[config.mk]
export PLATFORM = sky130hd
export DESIGN_NAME = rr_lock_arbiter
export DESIGN_NICKNAME = d
export VERILOG_FILES = /design/src/rtl/rr_arb_pkg.sv /design/src/rtl/rr_pick.sv /design/src/rtl/rr_lock_arbiter.sv
export SDC_FILE = /design/constraint.sdc
export NUM_CORES = 1
export LEC_CHECK = 0
export ABC_AREA = 1
export CAP_MARGIN = 15
export CORE_AREA = 4 4 47 49
export CTS_CLUSTER_DIAMETER = 100
export DETAILED_ROUTE_END_ITERATION = 10
export DIE_AREA = 0 0 51 53
export GPL_ROUTABILITY_DRIVEN = 1
export PLACE_DENSITY = 0.74
export SYNTH_ARGS = -nofsm -noshare
export SYNTH_HDL_FRONTEND = slang
export SYNTH_SLANG_ARGS = --single-unit
[constraint.sdc]
create_clock -name clk -period 4.75 [get_ports clk]
set_clock_uncertainty 0.15 [all_clocks]
set_input_delay 0.475 -clock clk [delete_from_list [all_inputs] [get_ports clk]]
set_output_delay 0.475 -clock clk [all_outputs]
set_load 0.03 [all_outputs]
[src/rtl/rr_arb_pkg.sv]
// Shared types and the circular first-set search for the round-robin lock arbiter.
// Contents: arb_state_e (IDLE/BUSY), MaxReq width bound, rr_rotate_first().
package rr_arb_pkg;

  localparam int unsigned MaxReq  = 32;
  localparam int unsigned MaxReqW = 5;

  typedef enum logic {
    IDLE = 1'b0,
    BUSY = 1'b1
  } arb_state_e;

  // First set index at or after start, wrapping modulo n; returns start when req is empty.
  function automatic int unsigned rr_rotate_first(input logic [MaxReq-1:0] req,
                                                  input int unsigned       start,
                                                  input int unsigned       n);
    int unsigned idx;
    int unsigned res;
    logic        found;
    res   = start;
    found = 1'b0;
    for (int unsigned i = 0; i < MaxReq; i++) begin
      idx = start + i;
      if (idx >= n) idx = idx - n;
      if ((i < n) && !found && req[idx[MaxReqW-1:0]]) begin
        res   = idx;
        found = 1'b1;
      end
    end
    return res;
  endfunction

endpackage

[src/rtl/rr_pick.sv]
// Combinational circular picker: first requester at or after start_i, ignoring excl_i.
// Ports: req_i (requests), start_i (search start), excl_i (excluded mask),
//        win_oh_o (one-hot winner), win_idx_o (winner index), any_o (a winner exists).
module rr_pick
  import rr_arb_pkg::*;
#(
  parameter int unsigned NumReq = 4,
  localparam int unsigned IdxW  = $clog2(NumReq)
) (
  input  logic [NumReq-1:0] req_i,
  input  logic [IdxW-1:0]   start_i,
  input  logic [NumReq-1:0] excl_i,
  output logic [NumReq-1:0] win_oh_o,
  output logic [IdxW-1:0]   win_idx_o,
  output logic              any_o
);

  logic [NumReq-1:0] masked;
  logic [MaxReq-1:0] req_ext;

  assign masked    = req_i & ~excl_i;
  assign req_ext   = MaxReq'(masked);
  assign any_o     = |masked;
  assign win_idx_o = IdxW'(rr_rotate_first(req_ext, 32'(start_i), NumReq));
  assign win_oh_o  = any_o ? (NumReq'(1) << win_idx_o) : '0;

endmodule

[src/rtl/rr_lock_arbiter.sv]
// Round-robin arbiter with grant locking: an owner keeps the grant while its request
// stays high; on release the next requester in circular order takes over without a
// dead cycle. Optional hold limit (macro RR_LOCK_ARB_HOLD_LIMIT_EN) forces rotation
// after MaxHold owned cycles when others are waiting.
// Ports: clk, rstN (async active-low), req_in (requests), grant_out (one-hot grant),
//        grant_valid (grant_out non-zero), grant_idx (current/last owner),
//        preempt (one-cycle pulse when the owner loses grant to the hold limit).
module rr_lock_arbiter
  import rr_arb_pkg::*;
#(
  parameter int unsigned NumReq = 4,
`ifdef RR_LOCK_ARB_HOLD_LIMIT_EN
  parameter int unsigned MaxHold = 16,
`endif
  localparam int unsigned IdxW = $clog2(NumReq)
) (
  input  logic              clk,
  input  logic              rstN,
  input  logic [NumReq-1:0] req_in,
  output logic [NumReq-1:0] grant_out,
  output logic              grant_valid,
  output logic [IdxW-1:0]   grant_idx,
  output logic              preempt
);

  arb_state_e        state_q, state_d;
  logic [NumReq-1:0] grant_q, grant_d;
  logic [IdxW-1:0]   idx_q, idx_d;
  logic [IdxW-1:0]   last_q, last_d;
  logic              valid_q, valid_d;

  logic [IdxW-1:0]   start;
  logic [NumReq-1:0] win_oh;
  logic [IdxW-1:0]   win_idx;
  logic              win_any;
  logic              owner_req;

  // Search begins just past the most recent owner; the owner itself is always excluded,
  // which only matters while it still requests (hold-limit rotation).
  assign start     = (last_q == IdxW'(NumReq - 1)) ? '0 : IdxW'(last_q + IdxW'(1));
  assign owner_req = req_in[idx_q];

  rr_pick #(.NumReq(NumReq)) u_pick (
    .req_i    (req_in),
    .start_i  (start),
    .excl_i   (grant_q),
    .win_oh_o (win_oh),
    .win_idx_o(win_idx),
    .any_o    (win_any)
  );

`ifdef RR_LOCK_ARB_HOLD_LIMIT_EN
  localparam int unsigned CntW = (MaxHold > 1) ? $clog2(MaxHold) : 1;
  localparam logic [CntW-1:0] CntMax = CntW'(MaxHold - 1);

  logic [CntW-1:0] cnt_q, cnt_d;
  logic            preempt_q, preempt_d;
`endif

  // State and output registers
  always_ff @(posedge clk or negedge rstN) begin
    if (!rstN) begin
      state_q   <= IDLE;
      grant_q   <= '0;
      idx_q     <= '0;
      last_q    <= IdxW'(NumReq - 1);
      valid_q   <= 1'b0;
`ifdef RR_LOCK_ARB_HOLD_LIMIT_EN
      cnt_q     <= '0;
      preempt_q <= 1'b0;
`endif
    end else begin
      state_q   <= state_d;
      grant_q   <= grant_d;
      idx_q     <= idx_d;
      last_q    <= last_d;
      valid_q   <= valid_d;
`ifdef RR_LOCK_ARB_HOLD_LIMIT_EN
      cnt_q     <= cnt_d;
      preempt_q <= preempt_d;
`endif
    end
  end

  // Next-state and grant selection
  always_comb begin
    state_d = state_q;
    grant_d = grant_q;
    idx_d   = idx_q;
    last_d  = last_q;
`ifdef RR_LOCK_ARB_HOLD_LIMIT_EN
    cnt_d     = cnt_q;
    preempt_d = 1'b0;
`endif
    unique case (state_q)
      IDLE: begin
        if (win_any) begin
          state_d = BUSY;
          grant_d = win_oh;
          idx_d   = win_idx;
          last_d  = win_idx;
`ifdef RR_LOCK_ARB_HOLD_LIMIT_EN
          cnt_d   = '0;
`endif
        end
      end
      BUSY: begin
        if (owner_req) begin
`ifdef RR_LOCK_ARB_HOLD_LIMIT_EN
          if ((cnt_q == CntMax) && win_any) begin
            grant_d   = win_oh;
            idx_d     = win_idx;
            last_d    = win_idx;
            cnt_d     = '0;
            preempt_d = 1'b1;
          end else if (cnt_q != CntMax) begin
            cnt_d = CntW'(cnt_q + CntW'(1));
          end
`endif
        end else if (win_any) begin
          grant_d = win_oh;
          idx_d   = win_idx;
          last_d  = win_idx;
`ifdef RR_LOCK_ARB_HOLD_LIMIT_EN
          cnt_d   = '0;
`endif
        end else begin
          state_d = IDLE;
          grant_d = '0;
`ifdef RR_LOCK_ARB_HOLD_LIMIT_EN
          cnt_d   = '0;
`endif
        end
      end
      default: state_d = IDLE;
    endcase
    valid_d = (state_d == BUSY);
  end

  assign grant_out   = grant_q;
  assign grant_valid = valid_q;
  assign grant_idx   = idx_q;
`ifdef RR_LOCK_ARB_HOLD_LIMIT_EN
  assign preempt     = preempt_q;
`else
  assign preempt     = 1'b0;
`endif

endmodule

Word-level counts from Yosys, hierarchy flattened --
Cells that the tools add are included.
Storage, ports and cells: flip-flop bits (word level) 9, input port bits 6, memories kept 0, memory bits (writable) 0, output and inout bits 8, latch bits 0, word-level logic and storage cells 71, memory bits (read-only) 0
Operators by class: muxes and demuxes 35, div/mod/pow operators 0, reductions and logical operators 8, equality and inequality tests 3, bitwise operators 3, multipliers 0, $add $sub $neg 8, magnitude comparators 9, shift-type cells 1
Operators by type and width (number):
- 32-bit by 3-bit greater-or-equal comparator with 1-bit output (second input constant) | 3
- 5-bit by 6-bit less-than comparator with 1-bit output (second input constant) | 4
- 1-bit binary-select mux with 5-bit select | 4
- 5-bit 2-to-1 mux | 4
- 2-bit 2-to-1 mux | 9
- 4-bit 2-to-1 mux | 3
- 3-bit by 3-bit subtractor with 4-bit output (second input constant) | 3
- 1-bit 2-to-1 mux | 10
- 2-bit case mux with 2 select lines | 2
- 4-bit case mux with 2 select lines | 1
- 2-bit by 2-bit adder with 3-bit output (second input constant) | 2
- 4-bit bitwise AND | 1
- 4-bit inverter | 1
- 4-bit OR reduction | 1
- 1-bit by 2-bit left shift with 4-bit output (first input constant) | 1
- 2-bit by 3-bit subtractor with 4-bit output (second input constant) | 1
- 2-bit by 1-bit adder with 3-bit output (second input constant) | 1
- 2-bit by 3-bit greater-or-equal comparator with 1-bit output (second input constant) | 1
- 1-bit logical AND | 3
- 1-bit zero test | 3
- 2-bit by 3-bit less-than comparator with 1-bit output (second input constant) | 1
- 2-bit by 1-bit adder with 2-bit output (second input constant) | 1
- 1-bit binary-select mux with 2-bit select | 1
- 2-bit == test (second input constant) | 1
- other kinds (5) | 5

Logic depth before layout (Yosys ltp) --
depth after elaboration 20, gate-level depth with buffers 16, gate-level depth less buffers 15

By module --
Synthesis repeated with hierarchy kept, for this count alone.
Second synthesis, totals: cell total of the unflattened synthesis 131, area total of the unflattened synthesis 839.6 um^2
By module, submodules not included:
- rr_lock_arbiter | area each 456.7 um^2, cells each 55, sequential area each 227.7 um^2, times used 1
- rr_pick | area each 382.9 um^2, cells each 76, sequential area each 0.0 um^2, times used 1

Least setup slack after synthesis --
Ideal clock, no wire load.
kind register -> register, from reg last_q[0], to reg grant_q[0] (netlist: grant_out[0]), stages on the path, launching flop included 14, setup slack 2.623 ns, library setup time 0.118 ns, required time 4.482 ns, data arrival time 1.859 ns, period minus slack after synthesis 2.127 ns, cells stage by stage dfstp_2 -> inv_2 -> ha_1 -> inv_2 -> nand2_1 -> nand2_2 -> nand2_1 -> nand2_1 -> nor2_2 -> nand3_2 -> nand3_1 -> nand2_2 -> nand3_1 -> nand2_1
On the way: cells in the longest elaborated chain, start to end 20, elaborated cells between the ends (all ways) 44
Ends and longest elaborated chain:
- start, declared | RTL line rr_lock_arbiter.sv:29 | logic [IdxW-1:0] last_q, last_d;
- start signal, assigned | RTL line rr_lock_arbiter.sv:66 | last_q <= IdxW'(NumReq - 1);
- start signal, assigned | RTL line rr_lock_arbiter.sv:76 | last_q <= last_d;
- 2-bit by 1-bit adder with 2-bit output / 2-bit == test (equally long branches) | RTL line rr_lock_arbiter.sv:40 | assign start = (last_q == IdxW'(NumReq - 1)) ? '0 : IdxW'(last_q + IdxW'(1));
- 2-bit 2-to-1 mux * | RTL line rr_lock_arbiter.sv:40
- branches (longest 13 deep; another with 32-bit by 3-bit greater-or-equal comparator with 1-bit output)
- 2-bit 2-to-1 mux * | RTL line rr_arb_pkg.sv:25 | if ((i < n) && !found && req[idx[MaxReqW-1:0]]) begin
- 1-bit by 2-bit left shift with 4-bit output * | RTL line rr_pick.sv:25 | assign win_oh_o = any_o ? (NumReq'(1) << win_idx_o) : '0;
- 4-bit 2-to-1 mux | RTL line rr_lock_arbiter.sv:120 | end else if (win_any) begin
- 4-bit 2-to-1 mux | RTL line rr_lock_arbiter.sv:108 | if (owner_req) begin
- 4-bit case mux with 2 select lines * | RTL line rr_lock_arbiter.sv:95 | unique case (state_q)
- end signal, assigned | RTL line rr_lock_arbiter.sv:74 | grant_q <= grant_d;
- end, declared | RTL line rr_lock_arbiter.sv:27 | logic [NumReq-1:0] grant_q, grant_d;
Every way passes the cells marked *. The select of a mux whose other input is x is not followed. A chain may end at the register's enable or synchronous reset.

Final worst setup path --
Same ends and word-level chain as after synthesis.

==> run metrics <==
WP data arrival=2.35 ns; final hold vios=0; first-pass iteration count of the detailed router=4; maximum number of pins on one net before global-route repair=12; detailed-routed wire length on met2=906 um; reg-to-reg slack, setup=2.38 ns; wire length after detailed routing=1.79 mm; effective utilization at floorplan=45.4%; number of clock sinks seen by CTS=9; number of synthesis warnings=0; final sum of negative setup slack=0 ns; post-CTS setup-driven buffer insertion count=0; post-cts gate resize count=0; vias per cell=4.87; initial antenna violation count=0; syn_nets=144; type of the most critical hold path=in -> async; Detail Route met3 WL=61 um; Final setup viols=0; DP Wirelength=1.54 mm; routed wire length per instance=10.2 um; largest fanout on the critical path=7; via count=857; endpoint of the worst register-to-register path=grant_out[0]; clock latency of the later-clocked register in the worst-skew pair=0.24 ns; total standard cell area after synthesis=845 um2; headroom to the max-slew limit=51.6%; unrepaired setup endpoints after global routing=false; fraction of the yosys area taken by sequential cells=27.0%; highest clock frequency the design can meet=0.421 GHz; DR top layer=met4; total global routing overflow=0; synthesized instance count=136; # nets final=158; Worst Hold Margin=0.368 ns; antenna cell count=0; final worst-path cycle share=50.0%; violation count after the first detailed-routing iteration=26; root buffer selected by CTS=sky130_fd_sc_hd__clkbuf_4; number of slew-limit violations in the final report=0; area of the die=2700 um2; Die Span Y=53 um; post-route ant nets=0; Placement Setup Slack=2.40 ns; Worst Reg-to-Reg Cells=13; Syn Area/Cell=6.21 um2; post-route worst setup slack=2.38 ns; Final GP Congestion=0.890; Area Overhead vs Synth=17.8%; Slew @ Worst Pin=0.720 ns; Buffers on Ports=12; register bit total from synthesis=9; type of the setup path with the least slack=reg -> reg; H-tree depth=1; sort of element at the end of the critical path=flop; CTS Hold Bufs=0; ports placed on the boundary=14; clock-pin slew on the worst setup and hold paths=0.06 ns; number of buffers inserted during clock tree synthesis=3; Site Rows=16; DRC=0; fraction of layout cells with a size suffix above 1=18.8%; Met1 Wirelength=813 um; number of global-route vias before repair=785; status=complete, no violations; all-layer global routing usage=14.7%; CTS tree=done; Distinct cells, synth=21; Std-Cell Core Area=1860 um2; wire length of the first global-routing pass=3.08 mm; Max Cap Violations=0; startpoint class of the critical path=flop; source of the worst register-to-register timing path=last_q[0]; Die Width=51 um; Max Buffers Root-to-Sink=2; post-layout minimum cycle time=2.37 ns; Critical Path RT=4.73 ns
## sequential cells by signal (all words and copies together) (netlist names)
| register | count |
|---|---|
| grant_out | 4 |
| grant_idx | 2 |
| last_q | 2 |
| grant_valid | 1 |
## synthesized netlist by cell type, drive strengths merged
master	instances	area share (%)
nor4	1	0.74
conb	1	0.44
ha	2	3.0
a21oi	3	2.2
inv	16	7.1
nand2	71	36
o21ai	7	4.1
nand3	14	9.5
buf	3	3.6
nand4	2	1.5
dfrtp	7	21
nor2	7	4.6
dfstp	2	6.2
## cells in the final DEF (no fill, tap or decap)
cell	instances
sky130_fd_sc_hd__a21oi_1	2
sky130_fd_sc_hd__inv_1	13
sky130_fd_sc_hd__dfrtp_1	7
sky130_fd_sc_hd__a21oi_2	1
sky130_fd_sc_hd__ha_1	2
sky130_fd_sc_hd__nand3_2	2
sky130_fd_sc_hd__nor4_1	1
sky130_fd_sc_hd__nor2_4	1
sky130_fd_sc_hd__nand2_1	57
sky130_fd_sc_hd__clkbuf_1	1
sky130_fd_sc_hd__nand4_1	2
sky130_fd_sc_hd__nand2_4	1
sky130_fd_sc_hd__clkbuf_4	3
sky130_fd_sc_hd__clkdlybuf4s50_1	12
sky130_fd_sc_hd__nand2_2	13
sky130_fd_sc_hd__nor2_1	4
sky130_fd_sc_hd__dfstp_2	2
sky130_fd_sc_hd__nand3_1	12
sky130_fd_sc_hd__conb_1	1
sky130_fd_sc_hd__o21ai_0	7
sky130_fd_sc_hd__nor2_2	2
sky130_fd_sc_hd__inv_2	3
## layout make-up
cell class,count,area (um2)
clock buffer,4,26.3
timing repair buffer,12,120
tap,27,33.8
inverter,16,60.1
sequential,9,228
fill,177,867
multi-input combinational,108,527
## kinds of logic (layout without fill, tap and decap cells)
| family | Yosys count | count (layout) | synth area share, % |
|---|---|---|---|
| AND/OR/NAND/NOR | 95 | 95 | 52.6 |
| flip-flops | 9 | 9 | 27.0 |
| AO/OA/AOI/OAI | 10 | 10 | 6.37 |
| other | 1 | 1 | 0.444 |
| adder cells (fa/ha/maj) | 2 | 2 | 2.96 |
| buffers and inverters | 19 | 32 | 10.7 |
## how the worst max path moves through the flow
stage	from	end	slack, ns
floorplan	last_q[0]	grant_out[0]	2.62
global placement	req_in[2]	grant_idx[1]	2.39
detailed placement	last_q[0]	grant_out[0]	2.40
CTS	last_q[0]	grant_out[0]	2.39
global route	last_q[0]	grant_out[0]	2.19
finish	last_q[0]	grant_out[0]	2.38
## metal layers
metal	global-route usage [%]	vias to the layer above
met5	0	-
met4	4.93	0
met3	2.54	2
met2	25.8	19
met1	18.1	390
li1	-	446
## metrics by stage
| step | instances | cell area (um2) | utilization (%) |
|---|---|---|---|
| finish | 176 | 995 | 53.4 |
| global route | 176 | 995 | 53.4 |
| CTS | 176 | 995 | 53.4 |
| detailed placement | 172 | 968 | 52.0 |
| global placement | 172 | 968 | 52.0 |
| floorplan | 136 | 845 | - |
## worst max-delay path, stage by stage, from the launching register on
cell and delay (ns):
sky130_fd_sc_hd__dfstp_2 0.56, sky130_fd_sc_hd__inv_2 0.05, sky130_fd_sc_hd__ha_1 0.42, sky130_fd_sc_hd__inv_2 0.10, sky130_fd_sc_hd__nand2_1 0.09, sky130_fd_sc_hd__nand2_2 0.07
sky130_fd_sc_hd__nand2_1 0.07, sky130_fd_sc_hd__nand3_1 0.08, sky130_fd_sc_hd__nor2_2 0.16, sky130_fd_sc_hd__nand3_2 0.11, sky130_fd_sc_hd__nand3_1 0.19, sky130_fd_sc_hd__nand2_2 0.08
sky130_fd_sc_hd__nand3_1 0.08, sky130_fd_sc_hd__nand2_1 0.07
Power is left out: the tool's default activity adds up to more than one toggle a clock period on the data nets, which glitch-free logic cannot reach.
